File: src/rtl/game_pkg.sv
// rtl/game_pkg.sv - shared game types, screen bounds and target defaults
package game_pkg;

    typedef enum logic [1:0] {
        ST_ALIVE   = 2'd0,
        ST_INVULN  = 2'd1,
        ST_EXPLODE = 2'd2,
        ST_DEAD    = 2'd3
    } target_state_t;

    localparam int SCREEN_MAX_X       = 639;
    localparam int SCREEN_MAX_Y       = 479;
    localparam int DEF_LIVES          = 3;
    localparam int DEF_EXPLODE_FRAMES = 16;
    localparam int DEF_INVULN_FRAMES  = 60;

    // Widened by one bit so callers can compare against a 10+10 bit sum.
    function automatic logic [10:0] abs_diff(input logic [9:0] a, input logic [9:0] b);
        return (a >= b) ? {1'b0, a - b} : {1'b0, b - a};
    endfunction

endpackage

File: src/rtl/shell_target_if.sv
// rtl/shell_target_if.sv - shell/target geometry and game status bundle
interface shell_target_if;
    logic [9:0] ShellX;
    logic [9:0] ShellY;
    logic [9:0] ShellS_X;
    logic [9:0] ShellS_Y;
    logic       shell_flying;
    logic [9:0] TargetX;
    logic [9:0] TargetY;
    logic [9:0] TargetS;
    logic       spawn;
    logic       shell_hit;
    logic       target_alive;
    logic       blink;
    logic [1:0] explode_frame;
    logic [1:0] lives;
    logic       game_over;

    modport master (
        output ShellX, ShellY, ShellS_X, ShellS_Y, shell_flying,
        output TargetX, TargetY, TargetS, spawn,
        input  shell_hit, target_alive, blink, explode_frame, lives, game_over
    );

    modport slave (
        input  ShellX, ShellY, ShellS_X, ShellS_Y, shell_flying,
        input  TargetX, TargetY, TargetS, spawn,
        output shell_hit, target_alive, blink, explode_frame, lives, game_over
    );
endinterface

File: src/rtl/box_overlap.sv
// rtl/box_overlap.sv - strict axis-aligned box intersection from centres and half-extents
module box_overlap
    import game_pkg::*;
(
    input  logic [9:0] a_x,
    input  logic [9:0] a_y,
    input  logic [9:0] a_sx,
    input  logic [9:0] a_sy,
    input  logic [9:0] b_x,
    input  logic [9:0] b_y,
    input  logic [9:0] b_sx,
    input  logic [9:0] b_sy,
    output logic       overlap
);

    logic [10:0] dx;
    logic [10:0] dy;
    logic [10:0] sum_x;
    logic [10:0] sum_y;

    // Touching edges (distance == sum) do not count as a collision.
    always_comb begin
        dx      = abs_diff(a_x, b_x);
        dy      = abs_diff(a_y, b_y);
        sum_x   = {1'b0, a_sx} + {1'b0, b_sx};
        sum_y   = {1'b0, a_sy} + {1'b0, b_sy};
        overlap = (dx < sum_x) && (dy < sum_y);
    end

endmodule

File: src/rtl/shell_target.sv
// rtl/shell_target.sv - destructible target: hit detection, lives, explosion and respawn FSM
module shell_target
    import game_pkg::*;
#(
    parameter int LIVES          = DEF_LIVES,
    parameter int EXPLODE_FRAMES = DEF_EXPLODE_FRAMES,
    parameter int INVULN_FRAMES  = DEF_INVULN_FRAMES
) (
    input  logic           frame_clk,
    input  logic           Reset,
    shell_target_if.slave  bus
);

    localparam logic [1:0] LIVES_INIT = 2'(LIVES);
    localparam logic [7:0] EXP_LAST   = 8'(EXPLODE_FRAMES - 1);
    localparam logic [7:0] INV_LAST   = 8'(INVULN_FRAMES - 1);

    target_state_t state_q, state_d;
    logic [7:0]    cnt_q, cnt_d;
    logic [1:0]    lives_q, lives_d;
    logic          armed_q, armed_d;
    logic          shell_hit_q, shell_hit_d;
    logic          blink_q, blink_d;
    logic [1:0]    ef_q, ef_d;
    logic          game_over_q, game_over_d;
    logic          alive_q, alive_d;
    logic          overlap;
    logic          hit_cond;

    box_overlap u_overlap (
        .a_x     (bus.ShellX),
        .a_y     (bus.ShellY),
        .a_sx    (bus.ShellS_X),
        .a_sy    (bus.ShellS_Y),
        .b_x     (bus.TargetX),
        .b_y     (bus.TargetY),
        .b_sx    (bus.TargetS),
        .b_sy    (bus.TargetS),
        .overlap (overlap)
    );

    always_comb begin
        hit_cond    = bus.shell_flying && overlap && !armed_q;
        state_d     = state_q;
        cnt_d       = cnt_q;
        lives_d     = lives_q;
        shell_hit_d = hit_cond && (state_q == ST_ALIVE || state_q == ST_INVULN);
        // One shell in flight may only ever score once; landing re-arms.
        armed_d     = bus.shell_flying && (armed_q || shell_hit_d);

        case (state_q)
            ST_ALIVE: begin
                cnt_d = 8'd0;
                if (hit_cond) begin
                    lives_d = (lives_q != 2'd0) ? lives_q - 2'd1 : 2'd0;
                    state_d = ST_EXPLODE;
                end
            end
            ST_INVULN: begin
                if (cnt_q == INV_LAST) begin
                    state_d = ST_ALIVE;
                    cnt_d   = 8'd0;
                end else begin
                    cnt_d = cnt_q + 8'd1;
                end
            end
            ST_EXPLODE: begin
                if (cnt_q == EXP_LAST) begin
                    state_d = (lives_q != 2'd0) ? ST_INVULN : ST_DEAD;
                    cnt_d   = 8'd0;
                end else begin
                    cnt_d = cnt_q + 8'd1;
                end
            end
            ST_DEAD: begin
                if (bus.spawn) begin
                    state_d = ST_INVULN;
                    lives_d = LIVES_INIT;
                    cnt_d   = 8'd0;
                end
            end
        endcase

        // Display outputs follow the next state so they line up with state_q.
        blink_d     = (state_d == ST_INVULN) && cnt_d[2];
        ef_d        = (state_d == ST_EXPLODE) ? cnt_d[3:2] : 2'd0;
        game_over_d = (state_d == ST_DEAD);
        alive_d     = (state_d == ST_ALIVE) || (state_d == ST_INVULN);
    end

    always_ff @(posedge frame_clk) begin
        if (!Reset) begin
            state_q     <= ST_INVULN;
            cnt_q       <= 8'd0;
            lives_q     <= LIVES_INIT;
            armed_q     <= 1'b0;
            shell_hit_q <= 1'b0;
            blink_q     <= 1'b0;
            ef_q        <= 2'd0;
            game_over_q <= 1'b0;
            alive_q     <= 1'b1;
        end else begin
            state_q     <= state_d;
            cnt_q       <= cnt_d;
            lives_q     <= lives_d;
            armed_q     <= armed_d;
            shell_hit_q <= shell_hit_d;
            blink_q     <= blink_d;
            ef_q        <= ef_d;
            game_over_q <= game_over_d;
            alive_q     <= alive_d;
        end
    end

    assign bus.shell_hit     = shell_hit_q;
    assign bus.target_alive  = alive_q;
    assign bus.blink         = blink_q;
    assign bus.explode_frame = ef_q;
    assign bus.lives         = lives_q;
    assign bus.game_over     = game_over_q;

endmodule

File: src/flat_wrapper.sv
// flat-port wrapper written by rule: the top's interface ports become plain ports
module shell_target_flat import game_pkg::*;
#(
    parameter int LIVES          = DEF_LIVES,
    parameter int EXPLODE_FRAMES = DEF_EXPLODE_FRAMES,
    parameter int INVULN_FRAMES  = DEF_INVULN_FRAMES
)
  (frame_clk, Reset, bus_ShellX, bus_ShellY, bus_ShellS_X, bus_ShellS_Y, bus_shell_flying, bus_TargetX, bus_TargetY, bus_TargetS, bus_spawn, bus_shell_hit, bus_target_alive, bus_blink, bus_explode_frame, bus_lives, bus_game_over);
  shell_target_if bus_i ();
  input  logic frame_clk;
  input  logic Reset;
  input wire logic [$bits(bus_i.ShellX)-1:0] bus_ShellX;
  input wire logic [$bits(bus_i.ShellY)-1:0] bus_ShellY;
  input wire logic [$bits(bus_i.ShellS_X)-1:0] bus_ShellS_X;
  input wire logic [$bits(bus_i.ShellS_Y)-1:0] bus_ShellS_Y;
  input wire logic [$bits(bus_i.shell_flying)-1:0] bus_shell_flying;
  input wire logic [$bits(bus_i.TargetX)-1:0] bus_TargetX;
  input wire logic [$bits(bus_i.TargetY)-1:0] bus_TargetY;
  input wire logic [$bits(bus_i.TargetS)-1:0] bus_TargetS;
  input wire logic [$bits(bus_i.spawn)-1:0] bus_spawn;
  output wire logic [$bits(bus_i.shell_hit)-1:0] bus_shell_hit;
  output wire logic [$bits(bus_i.target_alive)-1:0] bus_target_alive;
  output wire logic [$bits(bus_i.blink)-1:0] bus_blink;
  output wire logic [$bits(bus_i.explode_frame)-1:0] bus_explode_frame;
  output wire logic [$bits(bus_i.lives)-1:0] bus_lives;
  output wire logic [$bits(bus_i.game_over)-1:0] bus_game_over;
  assign bus_i.ShellX = bus_ShellX;
  assign bus_i.ShellY = bus_ShellY;
  assign bus_i.ShellS_X = bus_ShellS_X;
  assign bus_i.ShellS_Y = bus_ShellS_Y;
  assign bus_i.shell_flying = bus_shell_flying;
  assign bus_i.TargetX = bus_TargetX;
  assign bus_i.TargetY = bus_TargetY;
  assign bus_i.TargetS = bus_TargetS;
  assign bus_i.spawn = bus_spawn;
  assign bus_shell_hit = bus_i.shell_hit;
  assign bus_target_alive = bus_i.target_alive;
  assign bus_blink = bus_i.blink;
  assign bus_explode_frame = bus_i.explode_frame;
  assign bus_lives = bus_i.lives;
  assign bus_game_over = bus_i.game_over;
  shell_target #(.LIVES(LIVES), .EXPLODE_FRAMES(EXPLODE_FRAMES), .INVULN_FRAMES(INVULN_FRAMES)) u_core (.frame_clk(frame_clk), .Reset(Reset), .bus(bus_i));
endmodule
File: config.mk
export PLATFORM = sky130hd
export DESIGN_NAME = shell_target_flat
export DESIGN_NICKNAME = d
export VERILOG_FILES = /design/src/rtl/game_pkg.sv /design/src/rtl/shell_target_if.sv /design/src/rtl/box_overlap.sv /design/src/rtl/shell_target.sv /design/src/flat_wrapper.sv
export SDC_FILE = /design/constraint.sdc
export NUM_CORES = 1
export LEC_CHECK = 0
export BUFFER_PORTS_ARGS = -buffer_cell sky130_fd_sc_hd__buf_4
export CAP_MARGIN = 20
export CELL_PAD_IN_SITES_DETAIL_PLACEMENT = 0
export CELL_PAD_IN_SITES_GLOBAL_PLACEMENT = 1
export CORE_AREA = 2 2 99 101
export DETAILED_ROUTE_END_ITERATION = 6
export DIE_AREA = 0 0 101 103
export PLACE_DENSITY_LB_ADDON = 0.1
export SLEW_MARGIN = 10
export SYNTH_ARGS = -nofsm -noshare
export SYNTH_HDL_FRONTEND = slang
export SYNTH_SLANG_ARGS = --single-unit
File: constraint.sdc
create_clock -name frame_clk -period 4.5 [get_ports frame_clk]
set_input_delay 0.225 -clock frame_clk [delete_from_list [all_inputs] [get_ports frame_clk]]
set_output_delay 0.225 -clock frame_clk [all_outputs]
set_load 0.05 [all_outputs]
==> impl_metrics.yaml, run 1 <==
run_status:
  status: "finished, final reports clean"
min_path:
  hold_class: "input pin to flop"
cts:
  clk_pin_slew_worst_paths_ns: 0.07
  numCtsBuffers: 3
  clkSinkCount: 19
  cts_root_buffer: "clkbuf_8"
  clk_latency_ns: 0.25
  cts_buffer_depth: 2
  cts_htree_levels: 1
  post-cts-setup-buffer-count: 0
  cts_tree: "done"
  ctsHoldBuffers: 0
power:
  leakage_nw: 2.26
  ir_drop_mv: 0.0909
  p_seq_share_pct: 19.8
  p_sw_mw: 0.374
  power_frac_clock_pct: 12.6
  p_per_area_mw_per_mm2: 197
  p_int_mw: 0.524
  p_comb_share_pct: 67.6
  power.share.switching_pct: 41.6
routing:
  wl_mm: 8.72
  ant_nets: 0
  vias: 3525
  firstDrtPassIters: 4
  drt-initial-drc-count: 81
  avgRoutedWirePerCell_um: 12.9
  viasPerCell: 5.23
  drc: 0
global_routing:
  grt_pass1_wl_mm: 14.3
  grt_max_degree: 11
  grt_overflow_total: 0
  grt_pass1_vias: 3184
  antenna_found_initial: 0
  grt_usage_pct: 16.3
critical_path:
  cp-start-kind: "input pin"
  cpPeakStageDelay_ns: 0.49
  critPathTopFamily: "compound AO/OA/AOI/OAI gates"
  cp.buffers_inverters: 2
  cp_common_cell: "o21ai_0"
  worstSetupPathType: "input pin to flop"
  slowest_stage: "a2111oi_4"
  worstSetupEndpointType: "flop"
  path_cells: "buf_4, ha_1, inv_1, fa_1, a21oi_1, o21ai_0, a211oi_1, o31ai_2, mux2_2, a21oi_1, o21ai_0, xor2_1, ha_1, o21a_1, o21a_1, o221ai_1, a31oi_1, a2111oi_4, o21ai_0, nor2_1"
  worstPathRequired_ns: 4.69
  worstPathMaxFanout: 5
  critPathArrivalTime_ns: 4.41
final_layout:
  area_growth_syn_to_layout_pct: 21.4
  num-nets-final: 718
  n_fill_cell: 971
  final_cells: 674
  final_common_cell: "buf_4"
  final_cell_mix: "84 x buf_4, 77 x ha_1, 67 x inv_1"
  diodes: 0
  drive_gt1_share_pct: 20.7
timing:
  max_slew_margin_pct: 57.9
  clock.fmax_mhz: 237
  tightest_slew_ns: 0.625
  fin_crit_ns: 4.22
  whs_ns: 0.221
  slew_viol_final: 0
  setup_viol: 0
  setup_slack_ns: 0.277
  period_share_pct: 93.9
  fin_tns_setup_ns: 0
  skew_ns: 0.00207
  timing_hold_violations_final: 0
  rsz0062_at_grt: "no"
synthesis:
  yosys_warnings: 0
  synth_ff_type: "dfxtp_1"
  ys_seq_elements: 19
  synth_edf_count: 0
  synth_top_area_cell: "ha_1"
  synth.net_count: 635
  async_flop_share_pct: 0
  post-synth-top-area-fraction_pct: 25.7
  ys_seq_area_share_pct: 10.2
  synth.distinct_cells: 60
  avgSynthCellArea_um2: 7.84
  synth_cells: 478
  yosys-top-cells-area: "ha_1 26%, dfxtp_1 10%, inv_1 6.7%, xnor2_1 4.9%, a21oi_1 4.8%"
  synthesis.area_mm2: 0.00375
die:
  coreArea_mm2: 0.00946
  die_y_um: 103
  rows: 36
  io_pins: 82
  die_w_um: 101
  start_util_pct: 39.6
  design.die.area_mm2: 0.0104
flow_run:
  cap_violations: 0
placement:
  portBuffers: 81
  dp_hpwl_mm: 7.71
  dpl_worst_slack_ns: -0.0590
  dp_cells: 670
  gp_congestion: 0.899
-- routing by layer --
layer / track usage, % / wire length, um
met5: 0 / 0
met3: 0.949 / 392
met4: 1.87 / 6
met1: 23.3 / 4380
met2: 28.1 / 3940
-- power groups by stage --
stage               sequential, mW  clock [mW]  combinational (mW)
finish                       0.178       0.113               0.608
floorplan                    0.190           0               0.433
CTS                          0.178       0.116               0.607
global placement             0.181           0               0.594
global route                 0.179       0.125               0.691
detailed placement           0.182           0               0.602
-- synthesized netlist by cell type (5+ instances only) --
| master | instances |
|---|---|
| ha_1 | 77 |
| inv_1 | 67 |
| a21oi_1 | 36 |
| nor2_1 | 32 |
| nand2_1 | 31 |
| o21ai_0 | 25 |
| xnor2_1 | 21 |
| dfxtp_1 | 19 |
| xor2_1 | 16 |
| a21o_1 | 11 |
| nand3_1 | 9 |
| nor2b_1 | 8 |
| o21a_1 | 8 |
| a21boi_0 | 6 |
| fa_1 | 6 |
| mux2i_1 | 6 |
| nand2b_1 | 6 |
| nand4_1 | 6 |
| mux2_2 | 5 |
| o211ai_1 | 5 |
-- kinds of logic (layout without fill, tap and decap cells) --
group / after synthesis / in the layout / share of synthesized area [%]
compound gates: 137 / 137 / 25.8
buf+inv: 73 / 155 / 7.61
flops: 19 / 19 / 10.2
simple gates: 118 / 118 / 15.7
xor+xnor: 37 / 37 / 8.65
mux: 11 / 11 / 3.11
fa+ha+maj: 83 / 83 / 28.9
-- repair_timing --
action,CTS,global route
endpoints found under the setup margin,0,6
endpoints found under the hold margin,0,0
gates resized for setup,0,2
-- state kept, by name, summed over array words and instances (netlist names) --
signal and cells:
u_core.cnt_q 8, u_core.bus.explode_frame 2, u_core.bus.lives 2, u_core.state_q 2, u_core.armed_q 1, u_core.bus.blink 1, u_core.bus.game_over 1, u_core.bus.shell_hit 1
u_core.bus.target_alive 1
-- layout make-up --
cell class | instances | area, um^2 | share of cell area (%)
clock buffer | 4 | 45.0 | 0.990
multi-input combinational | 386 | 3100 | 68.1
inverter | 67 | 251 | 5.53
sequential | 19 | 380 | 8.36
timing repair buffer | 84 | 631 | 13.9
tap | 114 | 143 | 3.14
-- worst paths after layout --
check | to | slack, ns | depth (start not counted) | from
max | u_core.bus.game_over$_SDFF_PN0_ | 0.28 | 20 | bus_TargetX[0]
min | u_core.armed_q$_SDFF_PN0_ | 0.22 | 2 | bus_shell_flying
max reg2reg | u_core.cnt_q[7]$_SDFFE_PN0P_ | 2.81 | 6 | u_core.cnt_q[0]$_SDFFE_PN0P_
min reg2reg | u_core.cnt_q[1]$_SDFFE_PN0P_ | 0.48 | 2 | u_core.cnt_q[1]$_SDFFE_PN0P_
-- through the flow --
step / power (mW) / instance area [um^2] / utilization (%)
final: 0.898 / 4550 / 48.1
after detailed placement: 0.784 / 4490 / 47.4
after global routing: 0.995 / 4550 / 48.1
after global placement: 0.776 / 4490 / 47.4
after CTS: 0.901 / 4530 / 47.9
after floorplan: 0.623 / 3750 / -
Power figures use the tool's default switching activity.
==> inputs of run 2 (changes only) <==
Settings changed: CTS_BUF_LIST from default to sky130_fd_sc_hd__clkbuf_8 sky130_fd_sc_hd__clkbuf_16.
==> run 2 against run 1 <==
  * Clock power barely moved
  * Clock-buffer cell count fell by 1
  * Critical path type unchanged
  * Global-route usage did not move
  * Hold slack barely moved
  * Die area did not move
  * Setup slack improved by 0.0050 ns
  * Sequential share of layout area did not move
  * Clock skew barely moved
  * Total power fell by 0.24%
  * Maximum frequency rose by 0.12%
  * Register-to-register slack barely moved
==> impl_metrics.yaml, run 2 (synthesized netlist as in run 1, its figures left out) <==
die:
  die_y_um: 103
  coreArea_mm2: 0.00946
  die_w_um: 101
  design.die.area_mm2: 0.0104
  start_util_pct: 39.6
  io_pins: 82
  rows: 36
power:
  p_sw_mw: 0.374
  p_int_mw: 0.522
  p_seq_share_pct: 19.9
  power_frac_clock_pct: 12.3
  p_per_area_mw_per_mm2: 197
  p_comb_share_pct: 67.8
  power_mw: 0.896
  power.share.switching_pct: 41.8
  leakage_nw: 2.26
  ir_drop_mv: 0.0909
critical_path:
  worstPathRequired_ns: 4.62
  critPathTopFamily: "compound AO/OA/AOI/OAI gates"
  worstReg2RegStart: "u_core.cnt_q[0]$_SDFFE_PN0P_"
  cpPeakStageDelay_ns: 0.48
  worstSetupPathType: "input pin to flop"
  critPathArrivalTime_ns: 4.34
  path_cells: "buf_4, ha_1, inv_1, fa_1, a21oi_1, o21ai_0, a211oi_1, o31ai_2, mux2_2, a21oi_1, o21ai_0, xor2_1, ha_1, o21a_1, o21a_1, o221ai_1, a31oi_1, a2111oi_4, nand2b_1, o2111ai_1"
  cp.buffers_inverters: 2
  r2r-end: "u_core.cnt_q[7]$_SDFFE_PN0P_"
  cp-start-kind: "input pin"
  slowest_stage: "a2111oi_4"
  reg2reg_depth: 6
  ff2ff_setup_slack_ns: 2.80
  worstPathMaxFanout: 5
  worstSetupEndpointType: "flop"
timing:
  slew_viol_final: 0
  clock.fmax_mhz: 237
  rsz0062_at_grt: "no"
  skew_ns: 0.00213
  timing_hold_violations_final: 0
  fin_crit_ns: 4.22
  period_share_pct: 93.7
  fin_tns_setup_ns: 0
  setup_viol: 0
  max_slew_margin_pct: 57.9
  tightest_slew_ns: 0.625
  whs_ns: 0.220
cts:
  numCtsBuffers: 3
  clkSinkCount: 19
  clk_latency_ns: 0.25
  cts_tree: "done"
  clk_pin_slew_worst_paths_ns: 0.07
  cts_htree_levels: 1
  post-cts-setup-buffer-count: 0
  cts_root_buffer: "clkbuf_8"
  cts_buffer_depth: 2
final_layout:
  register_area_um2: 380
  area_growth_syn_to_layout_pct: 21.4
  final_cells: 674
  stdcell_area_mm2: 0.00455
  top_register: "u_core.cnt_q"
  num-nets-final: 718
  final_cell_mix: "84 x buf_4, 77 x ha_1, 68 x inv_1"
  multi_input_area_mm2: 0.00310
  largest_reg_flops: 8
  final_common_cell: "buf_4"
  n_fill_cell: 971
  drive_gt1_share_pct: 20.7
  diodes: 0
global_routing:
  grt_overflow_total: 0
  grt_pass1_vias: 3184
  grt_usage_pct: 16.3
  antenna_found_initial: 0
  use_met2_pct: 28.1
  met3_usage_pct: 0.949
  grt_pass1_wl_mm: 14.3
  grt-busiest-layer: "met2"
  use_met1_pct: 23.3
  grt_max_degree: 11
routing:
  drc: 0
  ant_nets: 0
  avgRoutedWirePerCell_um: 13.0
  wl_mm: 8.73
  vias: 3528
  firstDrtPassIters: 4
  viasPerCell: 5.23
  drt-initial-drc-count: 77
flow_run:
  cap_violations: 0
placement:
  portBuffers: 81
  dp_hpwl_mm: 7.71
  dpl_cell_area_mm2: 0.00449
  gp_congestion: 0.899
  dp_cells: 670
min_path:
  holdPathStages: 2
  min_from: "bus_shell_flying"
  hold_end: "u_core.armed_q$_SDFF_PN0_"
  hold_class: "input pin to flop"
run_status:
  status: "finished, final reports clean"
run 2: worst max path at each step:
stage | startpoint | end | slack [ns] | cells after the start
2_1_floorplan | bus_ShellX[0] | u_core.bus.lives[0]$_SDFFE_PN1P_ | 0.59 | 19
6_report | bus_TargetX[0] | u_core.bus.lives[0]$_SDFFE_PN1P_ | 0.28 | 20
3_3_place_gp | bus_ShellY[0] | u_core.bus.lives[0]$_SDFFE_PN1P_ | 0.05 | 22
5_1_grt | bus_TargetX[0] | u_core.bus.game_over$_SDFF_PN0_ | 0.01 | 19
4_1_cts | bus_ShellY[0] | u_core.bus.game_over$_SDFF_PN0_ | 0.18 | 21
3_5_place_dp | bus_ShellY[0] | u_core.bus.game_over$_SDFF_PN0_ | -0.06 | 21
run 2: power groups by stage:
stage	logic, mW	registers (mW)	clock network [mW]
6_report	0.608	0.178	0.111
5_1_grt	0.691	0.179	0.123
4_1_cts	0.607	0.178	0.114
3_5_place_dp	0.602	0.182	0
3_3_place_gp	0.594	0.181	0
2_1_floorplan	0.433	0.190	0
run 2: timing repair:
action	CTS	global route
setup endpoints to repair	0	6
resized for setup	0	2
hold buffers	0	0
run 2: per-stage QoR:
stage / worst slack, ns / util [%]
floorplan: 0.587 / -
global placement: 0.0482 / 47.4
CTS: 0.184 / 47.9
global route: 0.0111 / 48.1
detailed placement: -0.0590 / 47.4
finish: 0.282 / 48.1
run 2: layout make-up:
class                           count  share of cell area, %
Inverter                           67                   5.53
Clock buffer                        3                  0.908
Sequential cell                    19                   8.36
Multi-Input combinational cell    386                   68.1
Tap cell                          114                   3.14
Timing Repair Buffer               84                   13.9
Clock inverter                      1                 0.0825
run 2: per-layer routing:
layer / share of wire (%) / wire length, um / vias to the layer above
met1: 50 / 4390 / 1597
met4: 0.069 / 6 / 0
met2: 45 / 3950 / 77
li1: - / - / 1852
met3: 4.4 / 386 / 2
met5: 0 / 0 / -
==> inputs of run 3 (changes only) <==
Settings changed: GPL_ROUTABILITY_DRIVEN from default to 0, HOLD_SLACK_MARGIN from default to 0.05, RECOVER_POWER from default to 25.
==> run 3 against run 2 <==
  * Total power shrank 0.24%
  * First-iteration DRC count is the same
  * Setup slack is essentially flat
  * Global-route usage is the same
  * Final cell count is the same
==> impl_metrics.yaml, run 3 (synthesized netlist as in run 1, its figures left out) <==
run_status:
  status: "finished, final reports clean"
timing:
  rsz0062_at_grt: "no"
  setup_viol: 0
  timing_hold_violations_final: 0
  slew_viol_final: 0
  period_share_pct: 93.7
  clock.fmax_mhz: 237
  max_slew_margin_pct: 57.9
  fin_tns_setup_ns: 0
  skew_ns: 0.00213
  fin_crit_ns: 4.22
  setup_slack_ns: 0.282
  tightest_slew_ns: 0.625
critical_path:
  critPathArrivalTime_ns: 4.34
  ff2ff_setup_slack_ns: 2.80
  worstSetupPathType: "input pin to flop"
  worstSetupEndpointType: "flop"
  cp-start-kind: "input pin"
  reg2reg_depth: 6
  worstPathRequired_ns: 4.62
  r2r-end: "u_core.cnt_q[7]$_SDFFE_PN0P_"
  worstReg2RegStart: "u_core.cnt_q[0]$_SDFFE_PN0P_"
  worstPathMaxFanout: 5
die:
  design.die.area_mm2: 0.0104
  io_pins: 82
  coreArea_mm2: 0.00946
  start_util_pct: 39.6
  die_w_um: 101
  die_y_um: 103
  rows: 36
power:
  p_per_area_mw_per_mm2: 197
  ir_drop_mv: 0.0895
  leakage_nw: 2.24
  power_mw: 0.894
cts:
  cts_htree_levels: 1
  cts_root_buffer: "clkbuf_8"
  numCtsBuffers: 3
  ctsHoldBuffers: 0
  clk_latency_ns: 0.25
  clk_pin_slew_worst_paths_ns: 0.07
  cts_tree: "done"
  post-cts-setup-buffer-count: 0
  cts_buffer_depth: 2
  clkSinkCount: 19
global_routing:
  use_met2_pct: 28.1
  use_met1_pct: 23.3
  grt_overflow_total: 0
  grt_usage_pct: 16.3
  antenna_found_initial: 0
  met3_usage_pct: 0.949
  grt-busiest-layer: "met2"
  grt_max_degree: 11
  grt_pass1_vias: 3184
  grt_pass1_wl_mm: 14.3
final_layout:
  num-nets-final: 718
  top_register: "u_core.cnt_q"
  largest_reg_flops: 8
  drive_gt1_share_pct: 19.6
  diodes: 0
  final_common_cell: "buf_4"
  n_fill_cell: 979
  multi_input_area_mm2: 0.00310
  register_area_um2: 380
  final_cell_mix: "78 x buf_4, 77 x ha_1, 68 x inv_1"
  area_growth_syn_to_layout_pct: 20.8
placement:
  portBuffers: 81
  dp_hpwl_mm: 7.71
  dpl_worst_slack_ns: -0.0590
min_path:
  holdPathStages: 2
  min_from: "bus_shell_flying"
  hold_end: "u_core.armed_q$_SDFF_PN0_"
  hold_class: "input pin to flop"
routing:
  drc: 0
  drt-initial-drc-count: 77
  firstDrtPassIters: 4
  ant_nets: 0
  avgRoutedWirePerCell_um: 13.0
  vias: 3526
  viasPerCell: 5.23
  wl_mm: 8.75
flow_run:
  cap_violations: 0
[run 3: cell count changes in the layout (fill, tap and decap cells not counted)]
| cell | change |
|---|---|
| clkbuf_1 | +6 |
| buf_4 | -6 |
[run 3: worst max-delay path by stage]
stage	startpoint	endpoint	slack, ns	depth (start not counted)
after floorplan	bus_ShellX[0]	u_core.bus.lives[0]$_SDFFE_PN1P_	0.59	19
after global placement	bus_ShellY[0]	u_core.bus.lives[0]$_SDFFE_PN1P_	0.05	22
after detailed placement	bus_ShellY[0]	u_core.bus.game_over$_SDFF_PN0_	-0.06	21
after CTS	bus_ShellY[0]	u_core.bus.game_over$_SDFF_PN0_	0.18	21
after global routing	bus_TargetX[0]	u_core.bus.game_over$_SDFF_PN0_	0.01	19
final	bus_TargetX[0]	u_core.bus.lives[0]$_SDFFE_PN1P_	0.28	20
[run 3: area by class of cell]
type,instances,area share [%]
tap,114,3.15
timing repair buffer,84,13.4
clock buffer,3,0.912
multi-input combinational,386,68.5
sequential,19,8.40
clock inverter,1,0.0829
inverter,67,5.56
[run 3: stage by stage]
stage               instance area (um^2)  instances  hold WS (ns)  utilization, %
finish                              4530        674         0.220            47.9
global placement                    4490        670         0.463            47.4
detailed placement                  4490        670         0.471            47.4
CTS                                 4530        674         0.217            47.9
global route                        4530        674         0.223            47.9
floorplan                           3750        478         0.358               -
[run 3: power breakdown]
group	switching [mW]	leakage (nW)	internal, mW
logic	0.320	2.06	0.285
clock network	0.0502	0.0269	0.0604
registers	0.00357	0.154	0.174
total	0.374	2.24	0.520
[run 3: repair_timing]
action	CTS	global route
endpoints found under the hold margin	0	0
setup endpoints to repair	0	6
gates resized for setup	0	2
[run 3: worst max-delay path: stages]
cell and delay (ns):
buf_4 0.11, ha_1 0.18, inv_1 0.08, fa_1 0.23
a21oi_1 0.10, o21ai_0 0.22, a211oi_1 0.13, o31ai_2 0.44
mux2_2 0.42, a21oi_1 0.25, o21ai_0 0.14, xor2_1 0.16
ha_1 0.29, o21a_1 0.18, o21a_1 0.16, o221ai_1 0.16
a31oi_1 0.12, a2111oi_4 0.48, nand2b_1 0.16, o2111ai_1 0.11
[run 3: layer usage]
| layer | vias up | wire (um) |
|---|---|---|
| li1 | 1852 | - |
| met1 | 1595 | 4410 |
| met2 | 77 | 3940 |
| met3 | 2 | 384 |
| met4 | 0 | 6 |
| met5 | - | 0 |
